--- config.mk ---
export PLATFORM = sky130hd
export DESIGN_NAME = fifo_uart_tx_flat
export DESIGN_NICKNAME = d
export VERILOG_FILES = /design/src/rtl/fifo_uart_tx_pkg.sv /design/src/rtl/fifo_uart_tx_if.sv /design/src/rtl/fifo_uart_tx_baud_counter.sv /design/src/rtl/fifo_uart_tx.sv /design/src/flat_wrapper.sv
export SDC_FILE = /design/constraint.sdc
export NUM_CORES = 1
export LEC_CHECK = 0
export CORE_ASPECT_RATIO = 1.2
export CORE_MARGIN = 2
export CORE_UTILIZATION = 40
export CTS_CLUSTER_SIZE = 28
export DETAILED_ROUTE_END_ITERATION = 12
export PLACE_DENSITY_LB_ADDON = 0.25
export SLEW_MARGIN = 10
export SYNTH_ARGS = -nofsm -noshare
export SYNTH_HDL_FRONTEND = slang
export SYNTH_HIERARCHICAL = 1
export SYNTH_SLANG_ARGS = --single-unit
export TNS_END_PERCENT = 20
--- constraint.sdc ---
create_clock -name clk -period 1.94 [get_ports clk]
set_input_delay 0.194 -clock clk [delete_from_list [all_inputs] [get_ports clk]]
set_output_delay 0.194 -clock clk [all_outputs]
set_load 0.02 [all_outputs]
--- src/rtl/fifo_uart_tx_pkg.sv ---
// Shared definitions for the FIFO-fed UART transmitter.
// Latency: n/a (constants only).
// Backpressure: n/a.
package fifo_uart_tx_pkg;

   // FSM state encoding, kept as plain constants so legacy code can compare against them
   localparam logic [2:0] ST_IDLE  = 3'd0;
   localparam logic [2:0] ST_LOAD  = 3'd1;
   localparam logic [2:0] ST_START = 3'd2;
   localparam logic [2:0] ST_DATA  = 3'd3;
   localparam logic [2:0] ST_STOP  = 3'd4;

   localparam int DEF_CLKS_PER_BIT = 4;
   localparam int DATA_W           = 8;

endpackage

--- src/rtl/fifo_uart_tx_if.sv ---
// FIFO read-port bundle between the 16x8 FIFO (master) and the UART transmitter (slave).
// Latency: fifo_dout is valid the cycle after fifo_re.
// Backpressure: the consumer pulls with fifo_re only when fifo_empty is low.
interface fifo_uart_tx_if
   import fifo_uart_tx_pkg::*;
#(
   parameter int WIDTH = DATA_W
);
   logic             fifo_empty;
   logic [WIDTH-1:0] fifo_dout;
   logic             fifo_re;

   modport master (output fifo_empty, output fifo_dout, input fifo_re);
   modport slave  (input fifo_empty, input fifo_dout, output fifo_re);
endinterface

--- src/rtl/fifo_uart_tx_baud_counter.sv ---
// Bit-period timer: counts 0..CLKS_PER_BIT-1 and flags the terminal count.
// Latency: tick is a combinational decode of the count register.
// Backpressure: none; clear restarts the period from zero.
module fifo_uart_tx_baud_counter
   import fifo_uart_tx_pkg::*;
#(
   parameter int CLKS_PER_BIT = DEF_CLKS_PER_BIT
) (
   input  logic clk,
   input  logic rst,
   input  logic clear,
   output logic tick
);
   localparam int            CW   = (CLKS_PER_BIT > 1) ? $clog2(CLKS_PER_BIT) : 1;
   localparam logic [CW-1:0] TERM = CW'(CLKS_PER_BIT - 1);

   logic [CW-1:0] cnt;

   assign tick = (cnt == TERM);

   // Free-running count, reloaded at each bit boundary or when the FSM changes state
   always_ff @(posedge clk) begin
      if (rst || clear || tick) cnt <= '0;
      else                      cnt <= cnt + 1'b1;
   end
endmodule

--- src/rtl/fifo_uart_tx.sv ---
// Drains bytes from a synchronous FIFO and serialises each as a start/data/stop UART frame.
// Latency: frame starts 2 cycles after fifo_empty falls in IDLE; frame lasts (1+WIDTH+STOP_BITS)*CLKS_PER_BIT cycles.
// Backpressure: fifo_empty is only looked at in IDLE, so bytes written mid-frame wait for the next frame.
module fifo_uart_tx
   import fifo_uart_tx_pkg::*;
#(
   parameter int WIDTH        = DATA_W,
   parameter int CLKS_PER_BIT = DEF_CLKS_PER_BIT,
   parameter int STOP_BITS    = 1
) (
   input  logic                 clk,
   input  logic                 rst,
   fifo_uart_tx_if.slave        fif,
   output logic                 tx,
   output logic                 busy,
   output logic                 tx_done
);
   // bit_idx counts data bits in DATA and stop bits in STOP
   localparam int            BW        = (WIDTH > 1) ? $clog2(WIDTH) : 1;
   localparam logic [BW-1:0] LAST_BIT  = BW'(WIDTH - 1);
   localparam logic [BW-1:0] LAST_STOP = BW'(STOP_BITS - 1);

   logic [2:0]       state, state_nxt;
   logic [WIDTH-1:0] shift, shift_nxt;
   logic [BW-1:0]    bit_idx, bit_idx_nxt;
   logic             tick;
   logic             baud_clear;
   logic             tx_nxt;

   // A read is only ever requested from IDLE, and never against an empty FIFO
   assign fif.fifo_re = (state == ST_IDLE) && !fif.fifo_empty;
   assign busy        = (state != ST_IDLE);
   assign tx_done     = (state == ST_STOP) && tick && (bit_idx == LAST_STOP);
   assign baud_clear  = (state_nxt != state);

   fifo_uart_tx_baud_counter #(
      .CLKS_PER_BIT (CLKS_PER_BIT)
   ) u_baud (
      .clk   (clk),
      .rst   (rst),
      .clear (baud_clear),
      .tick  (tick)
   );

   // Next-state, shift-register and bit-index decode
   always_comb begin
      state_nxt   = state;
      shift_nxt   = shift;
      bit_idx_nxt = bit_idx;
      case (state)
         ST_IDLE: begin
            if (!fif.fifo_empty) state_nxt = ST_LOAD;
         end
         ST_LOAD: begin
            // FIFO output register holds the byte requested in IDLE
            shift_nxt = fif.fifo_dout;
            state_nxt = ST_START;
         end
         ST_START: begin
            if (tick) begin
               state_nxt   = ST_DATA;
               bit_idx_nxt = '0;
            end
         end
         ST_DATA: begin
            if (tick) begin
               if (bit_idx == LAST_BIT) begin
                  state_nxt   = ST_STOP;
                  bit_idx_nxt = '0;
               end else begin
                  shift_nxt   = shift >> 1;
                  bit_idx_nxt = bit_idx + 1'b1;
               end
            end
         end
         ST_STOP: begin
            if (tick) begin
               if (bit_idx == LAST_STOP) begin
                  state_nxt   = ST_IDLE;
                  bit_idx_nxt = '0;
               end else begin
                  bit_idx_nxt = bit_idx + 1'b1;
               end
            end
         end
         default: state_nxt = ST_IDLE;
      endcase
   end

   // Line level for the state being entered, so tx lines up with state after the register
   always_comb begin
      case (state_nxt)
         ST_START: tx_nxt = 1'b0;
         ST_DATA:  tx_nxt = shift_nxt[0];
         default:  tx_nxt = 1'b1;
      endcase
   end

   // State registers; reset drops any in-flight byte and returns the line to idle
   always_ff @(posedge clk) begin
      if (rst) begin
         state   <= ST_IDLE;
         shift   <= '0;
         bit_idx <= '0;
         tx      <= 1'b1;
      end else begin
         state   <= state_nxt;
         shift   <= shift_nxt;
         bit_idx <= bit_idx_nxt;
         tx      <= tx_nxt;
      end
   end
endmodule

--- src/flat_wrapper.sv ---
// flat-port wrapper written by rule: the top's interface ports become plain ports
module fifo_uart_tx_flat import fifo_uart_tx_pkg::*;
#(
   parameter int WIDTH        = DATA_W,
   parameter int CLKS_PER_BIT = DEF_CLKS_PER_BIT,
   parameter int STOP_BITS    = 1
)
  (clk, rst, tx, busy, tx_done, fif_fifo_empty, fif_fifo_dout, fif_fifo_re);
  fifo_uart_tx_if #(.WIDTH(WIDTH)) fif_i ();
  input  logic clk;
  input  logic rst;
  output logic tx;
  output logic busy;
  output logic tx_done;
  input wire logic [$bits(fif_i.fifo_empty)-1:0] fif_fifo_empty;
  input wire logic [$bits(fif_i.fifo_dout)-1:0] fif_fifo_dout;
  output wire logic [$bits(fif_i.fifo_re)-1:0] fif_fifo_re;
  assign fif_i.fifo_empty = fif_fifo_empty;
  assign fif_i.fifo_dout = fif_fifo_dout;
  assign fif_fifo_re = fif_i.fifo_re;
  fifo_uart_tx #(.WIDTH(WIDTH), .CLKS_PER_BIT(CLKS_PER_BIT), .STOP_BITS(STOP_BITS)) u_core (.clk(clk), .rst(rst), .fif(fif_i), .tx(tx), .busy(busy), .tx_done(tx_done));
endmodule
==> results.md, run 1 <==
* Initial core utilization at 0.427
* Register area share after synthesis at 0.342
* FF-to-FF Start: u_core/bit_idx[0]
* Leak pwr at 0.447 nW
* Largest family of logic cells by synthesized area: simple AND/OR/NAND/NOR gates
* Worst-path cell with the longest stage delay: dfxtp_1
* Final setup fails at 0
* Power density cells at 654 nW/um^2
* Bufs and invs on worst path at 2
* Worst-path clk slew at approximately 100 ps
* Syn Nets at 130
* Crit path to: tx_done
* Pin count of the biggest net entering global routing at 17
* Adder-cell share of the synthesized area at 0.0503
* Hold Fails Final Rpt at 0
* Antenna viol nets, final at 0
* Final TNS setup at 0 ps
* Syn Area/Cell at approximately 8.6 sq um
* Number of port buffers at 14
* RSZ-0062 raised after global routing: no
* Cell count after synthesis at between 100 and 150
* Fin nets at 148
* CP Capture Type: output pin
* Simple-Gate Fraction of Synth Area at 0.279
* Post-synthesis xor/xnor area fraction at 0
* Number of I/O pins at 15
* Status: completed
* Sink Count at 17
* Critical path, cell by cell: inv_1 -> ha_1 -> and2b_1 -> nand2_1 -> nor2_1 -> dlygate4sd2_1
* CP Launch Point: u_core/bit_idx[1]
* Dpl hpwl at between 1500 and 2000 um
* Switching power at between 0.2 and 0.25 mW
* Pre-antenna DRT Iters at 4
* Least-Margin Pin Slew at 369 ps
* Post-synth ARST share at 0
* Post-Layout Cell Count at 163
* Worst EP arrival at 1570 ps
* Vias per Instance at 5.27
* Layout cells sized above 1 at 0.152
* Vias at 859
* Synth area leader: dfxtp_1
* Die footprint at 2900 sq um
* CP Max Fanout at 3
* GPL Wtd Cong at 0.852
* CTS H-tree lvls at 1
* Sequential standard cell area at 340 sq um
* Crit path max-delay family: buffers and inverters
* Most used DFF post-synth: dfxtp_1
* Flops & latches, synth at 17
* Post-synth top area share at 0.342
* Worst r2r path cells at 7
* Max-slew violations at 0
* Die Width at about 50 um
* Post-CTS setup buffers at 0
* Max IR drop VDD at 0.000410 V
* Slowest stage delay, CP at 340 ps
* Post-synth EDFFs at 0
* Post-synthesis mux area share at 0.0101
* Area Overhead vs Synth at 19.1%
* Final min period at 1770 ps
* Post-DR wirelength/cell at 13.2 um
* Util after Layout at 0.509
* R2R Path End: u_core/u_baud/cnt[0]
* Core Footprint at about 2300 sq um
* Warnings, synthesis at 6
* First-pass GRT wire length at 3760 um
* Vias in the first global route at 896
* Hold Path Class: register to register
* WS Path Type: register to output pin
* CTS buffer count at 3
* Clk pwr share at 0.239
* Worst-skew pair later-pin latency at between 200 and 300 ps
* Worst Path Required at about 1800 ps
* Sequential share of power at 0.507
* Dpl cell area at roughly 1200 sq um
* Worst rel slew slack at 0.751
* Die height at 58.6 um
* Critical path depth at 6
* CTS root buf: clkbuf_4
* Total wire length at 2160 um
* Unique masters post-synth at 36
* Synthesized cell area at 995 sq um
* Worst Skew at 4.45 ps
* Initial antenna violation count at 0
* Fmax at about 570 MHz
* Post-synth top cells: dfxtp_1, nor2_1, nand2b_1
* Final Cell Area at 1180 sq um
* Most frequent cell after synthesis: dfxtp_1
* Combinational share of power at 0.254
* Hold Buf Count CTS at 0
* Reg2Reg Setup Slack at 220 ps
* Overflow after GRT at 0
* Row cnt at 19
* Initial DRC Count at 19
* Internal power at 0.555 mW
* Multi-input gate area at around 560 sq um
* Antenna Diode Count at 0
* Filler cells at around 260
* Gr usage total at 0.164
* Synth Area in Compound Gates at 0.228
* Sw Ratio at 0.284
* Placed insts at 159
* Max-Cap Viols at 0
* Clock tree buffer depth at 2
* Synth top area cells: dfxtp_1, nand2b_1, nor2_1, ha_1, a211oi_1
* CTS tree: done
* Final Cycle Share at 0.911
* Post-route DRC violation count at 0
* Startpoint class of the critical path: register
-- flip-flops by register name (all words and copies together), names as in the netlist --
| name | cells |
|---|---|
| u_core/shift | 8 |
| u_core/bit_idx | 3 |
| u_core/state | 3 |
| u_core/u_baud/cnt | 2 |
| u_core/tx | 1 |
-- layer usage --
layer	track usage	up-vias	share of wire
li1	-	442	-
met1	0.191	404	0.45
met2	0.291	11	0.52
met3	0.0254	2	0.021
met4	0.0794	0	0.0074
met5	0	-	0
-- layout make-up --
class                   instances  area share
inverters                       4      0.0127
clock buffers                   4      0.0222
well taps                      31      0.0327
repair buffers                 22       0.169
multi-input cells              85       0.476
flip-flops and latches         17       0.287
-- worst min path at each step --
stage / end / start / cells after the start
2_1_floorplan: u_core/shift[3] / rst / 1
3_3_place_gp: u_core/u_baud/cnt[0] / u_core/u_baud/cnt[0] / 1
3_5_place_dp: u_core/u_baud/cnt[0] / u_core/u_baud/cnt[0] / 1
4_1_cts: u_core/u_baud/cnt[0] / u_core/u_baud/cnt[0] / 1
5_1_grt: u_core/u_baud/cnt[0] / u_core/u_baud/cnt[0] / 1
6_report: u_core/u_baud/cnt[0] / u_core/u_baud/cnt[0] / 1
-- cell families (layout without fill, tap and decap cells) --
family / count (synthesis) / after routing
mux: 1 / 1
buf+inv: 13 / 30
fa+ha+maj: 4 / 4
compound gates: 33 / 33
simple gates: 47 / 47
flops: 17 / 17
-- worst reg2reg max path, delay by kind of cell, from the launching register on --
| kind | cells | cell delay, ps |
|---|---|---|
| compound gates | 3 | 450 |
| flops | 1 | 330 |
| simple gates | 2 | 410 |
| fa+ha+maj | 2 | 460 |
-- layout by cell type, fill, tap and decap left out, types with 2 or more instances in the layout --
| master | netlist | routed |
|---|---|---|
| a211oi_1 | 6 | 6 |
| o21ai_0 | 5 | 5 |
| dlygate4sd2_1 | 0 | 2 |
| buf_4 | 3 | 8 |
| inv_1 | 4 | 4 |
| clkdlybuf4s50_1 | 0 | 11 |
| nand3b_1 | 3 | 3 |
| ha_1 | 4 | 4 |
| clkbuf_4 | 0 | 3 |
| nand2b_1 | 10 | 10 |
| o22ai_1 | 7 | 7 |
| dfxtp_1 | 17 | 17 |
| nor2_1 | 16 | 16 |
| a21boi_0 | 2 | 2 |
| a21oi_1 | 7 | 7 |
| and2b_2 | 2 | 2 |
| nand2_1 | 5 | 5 |
-- power groups by stage --
stage	combinational (mW)	sequential, mW	clock [mW]
finish	0.197	0.393	0.185
global route	0.218	0.396	0.216
CTS	0.199	0.393	0.195
detailed placement	0.200	0.401	0
global placement	0.197	0.399	0
floorplan	0.138	0.398	0
-- through the flow --
step	total power, mW	setup WS (ps)	hold WS [ps]
floorplan	0.536	368	267
global placement	0.595	228	416
detailed placement	0.601	211	429
CTS	0.787	33.8	442
global route	0.830	41.3	480
finish	0.775	172	439
-- timing repair --
item	in CTS	in global routing
gates cloned	0	0
resized for setup	2	1
setup endpoints to repair	2	1
Note: power is estimated with default switching activity, not from simulation.
==> run 2: changes to the inputs <==
--- a/config.mk
+++ b/config.mk
@@ -6,7 +6,6 @@
 export NUM_CORES = 1
 export LEC_CHECK = 0
 export CORE_ASPECT_RATIO = 1.2
-export CORE_MARGIN = 2
 export CORE_UTILIZATION = 40
 export CTS_CLUSTER_SIZE = 28
 export DETAILED_ROUTE_END_ITERATION = 12
==> results.md, run 2 (same netlist as run 1, synthesis figures left out) <==
* Status: completed
* Dpl cell area at 1150 sq um
* Area Overhead vs Synth at 18.5%
* Bufs and invs on worst path at 2
* Hold Path Class: register to register
* Vias in the first global route at 830
* Post-CTS setup buffers at 0
* Internal power at between 0.5 and 0.6 mW
* CTS H-tree lvls at 1
* Worst Skew at about 3.9 ps
* Filler cells at 259
* Hold Buf Count CTS at 0
* Initial DRC Count at 21
* Leak pwr at 0.443 nW
* Worst-path clk slew at 100 ps
* Final Cell Area at 1180 sq um
* Hold WS at 435 ps
* Total wire length at just over 2000 um
* Pre-antenna DRT Iters at 4
* Worst-skew pair later-pin latency at between 200 and 300 ps
* Vias at 855
* Core Footprint at roughly 2300 sq um
* Max IR drop VDD at 0.000384 V
* Clock tree buffer depth at 2
* Combinational share of power at 0.252
* Pin count of the biggest net entering global routing at 17
* Worst rel slew slack at 0.748
* Sequential share of power at 0.504
* Post-route DRC violation count at 0
* CP Launch Point: u_core/bit_idx[0]
* Max reg flops at 8
* Die height at 56.6 um
* Antenna viol nets, final at 0
* Hold Crit Start: u_core/u_baud/cnt[0]
* Sink Count at 17
* CTS tree: done
* Post-cts resize count at 3
* Gr usage total at 0.185
* Register name with the most flops: u_core/shift
* Sw Ratio at 0.287
* Final setup fails at 0
* Antenna Diode Count at 0
* Crit path max-delay family: flip-flops
* Fmax at approximately 560 MHz
* Number of I/O pins at 15
* Overflow after GRT at 0
* Worst-path cell with the longest stage delay: dfxtp_1
* Power density cells at 660 nW/um^2
* Layout cells sized above 1 at 0.153
* FF-to-FF Start: u_core/bit_idx[0]
* Tot Pwr at around 0.8 mW
* Max-slew violations at 0
* Worst EP arrival at 1580 ps
* Vias per Instance at roughly 5.3
* Fin nets at ~150
* Switching power at around 0.22 mW
* Least-Margin Pin Slew at 374 ps
* Final min period at ~1800 ps
* Hold Fails Final Rpt at 0
* Final Cycle Share at 0.915
* Initial antenna violation count at 0
* Final TNS setup at 0 ps
* Largest regs: u_core/shift: 8 flops, u_core/bit_idx: 3 flops, u_core/state: 3 flops
* Slowest stage delay, CP at 370 ps
* CP Max Fanout at 3
* GPL Wtd Cong at 0.838
* CTS buffer count at 3
* RSZ-0062 raised after global routing: no
* Startpoint class of the critical path: register
* Die Width at 47.5 um
* Initial core utilization at 0.427
* CTS root buf: clkbuf_4
* Number of port buffers at 14
* Dpl hpwl at 1530 um
* First-pass GRT wire length at 3590 um
* Post-DR wirelength/cell at 12.5 um
* Most frequent cells in the layout: nor2_1, dfxtp_1, clkdlybuf4s50_1
* Clk pwr share at 0.243
* Max-Cap Viols at 0
* Worst Path Required at 1750 ps
* WS Path Type: register to output pin
* CP Capture Type: output pin
* Die footprint at 2690 sq um
* Row cnt at 19
* Critical path, cell by cell: inv_1 -> ha_1 -> and2b_1 -> nand2_1 -> nor2_1 -> dlygate4sd2_1
[run 2: cell types whose count changed in the layout (fill, tap and decap cells not counted)]
| cell | before | now |
|---|---|---|
| buf_4 | 8 | 7 |
| dfxtp_1 | 17 | 16 |
| dfxtp_2 | 0 | 1 |
[run 2: worst paths after layout]
kind,endpoint,slack (ps),cells past startpoint
max reg2reg,u_core/shift[2],230,6
min,u_core/u_baud/cnt[0],440,1
max,tx_done,170,6
min reg2reg,u_core/u_baud/cnt[0],440,1
[run 2: power by group through the flow]
stage	Clock (mW)	Sequential (mW)	Combinational, mW
after global placement	0	0.400	0.196
after global routing	0.219	0.397	0.217
after floorplan	0	0.398	0.138
after CTS	0.200	0.393	0.198
after detailed placement	0	0.401	0.199
final	0.189	0.392	0.196
[run 2: area by class of cell]
class | count | area [sq um] | share of cell area
sequential | 17 | 342 | 0.290
clock buffer | 4 | 26.3 | 0.0223
tap | 31 | 38.8 | 0.0329
timing repair buffer | 21 | 193 | 0.163
inverter | 4 | 15.0 | 0.0127
multi-input combinational | 85 | 564 | 0.479
[run 2: metrics by stage]
| stage | util | setup WS, ps | cells |
|---|---|---|---|
| finish | 0.506 | 166 | 162 |
| global route | 0.506 | 29.5 | 162 |
| CTS | 0.505 | 27.4 | 162 |
| detailed placement | 0.494 | 162 | 158 |
| global placement | 0.494 | 174 | 158 |
| floorplan | - | 368 | 115 |
[run 2: routing by layer]
| layer | up-vias | GRT usage | part of all wire |
|---|---|---|---|
| met2 | 11 | 0.288 | 0.50 |
| met5 | - | 0 | 0 |
| met1 | 400 | 0.239 | 0.47 |
| met3 | 2 | 0.0386 | 0.024 |
| met4 | 0 | 0.0735 | 0.0079 |
| li1 | 442 | - | - |
==> run 3: changes to the inputs <==
--- a/config.mk
+++ b/config.mk
@@ -7,6 +7,7 @@
 export LEC_CHECK = 0
 export CORE_ASPECT_RATIO = 1.2
 export CORE_UTILIZATION = 40
+export CTS_CLUSTER_DIAMETER = 60
 export CTS_CLUSTER_SIZE = 28
 export DETAILED_ROUTE_END_ITERATION = 12
 export PLACE_DENSITY_LB_ADDON = 0.25
==> results of run 3 <==
The final DEF is identical to that of run 2; final timing and power are the same.
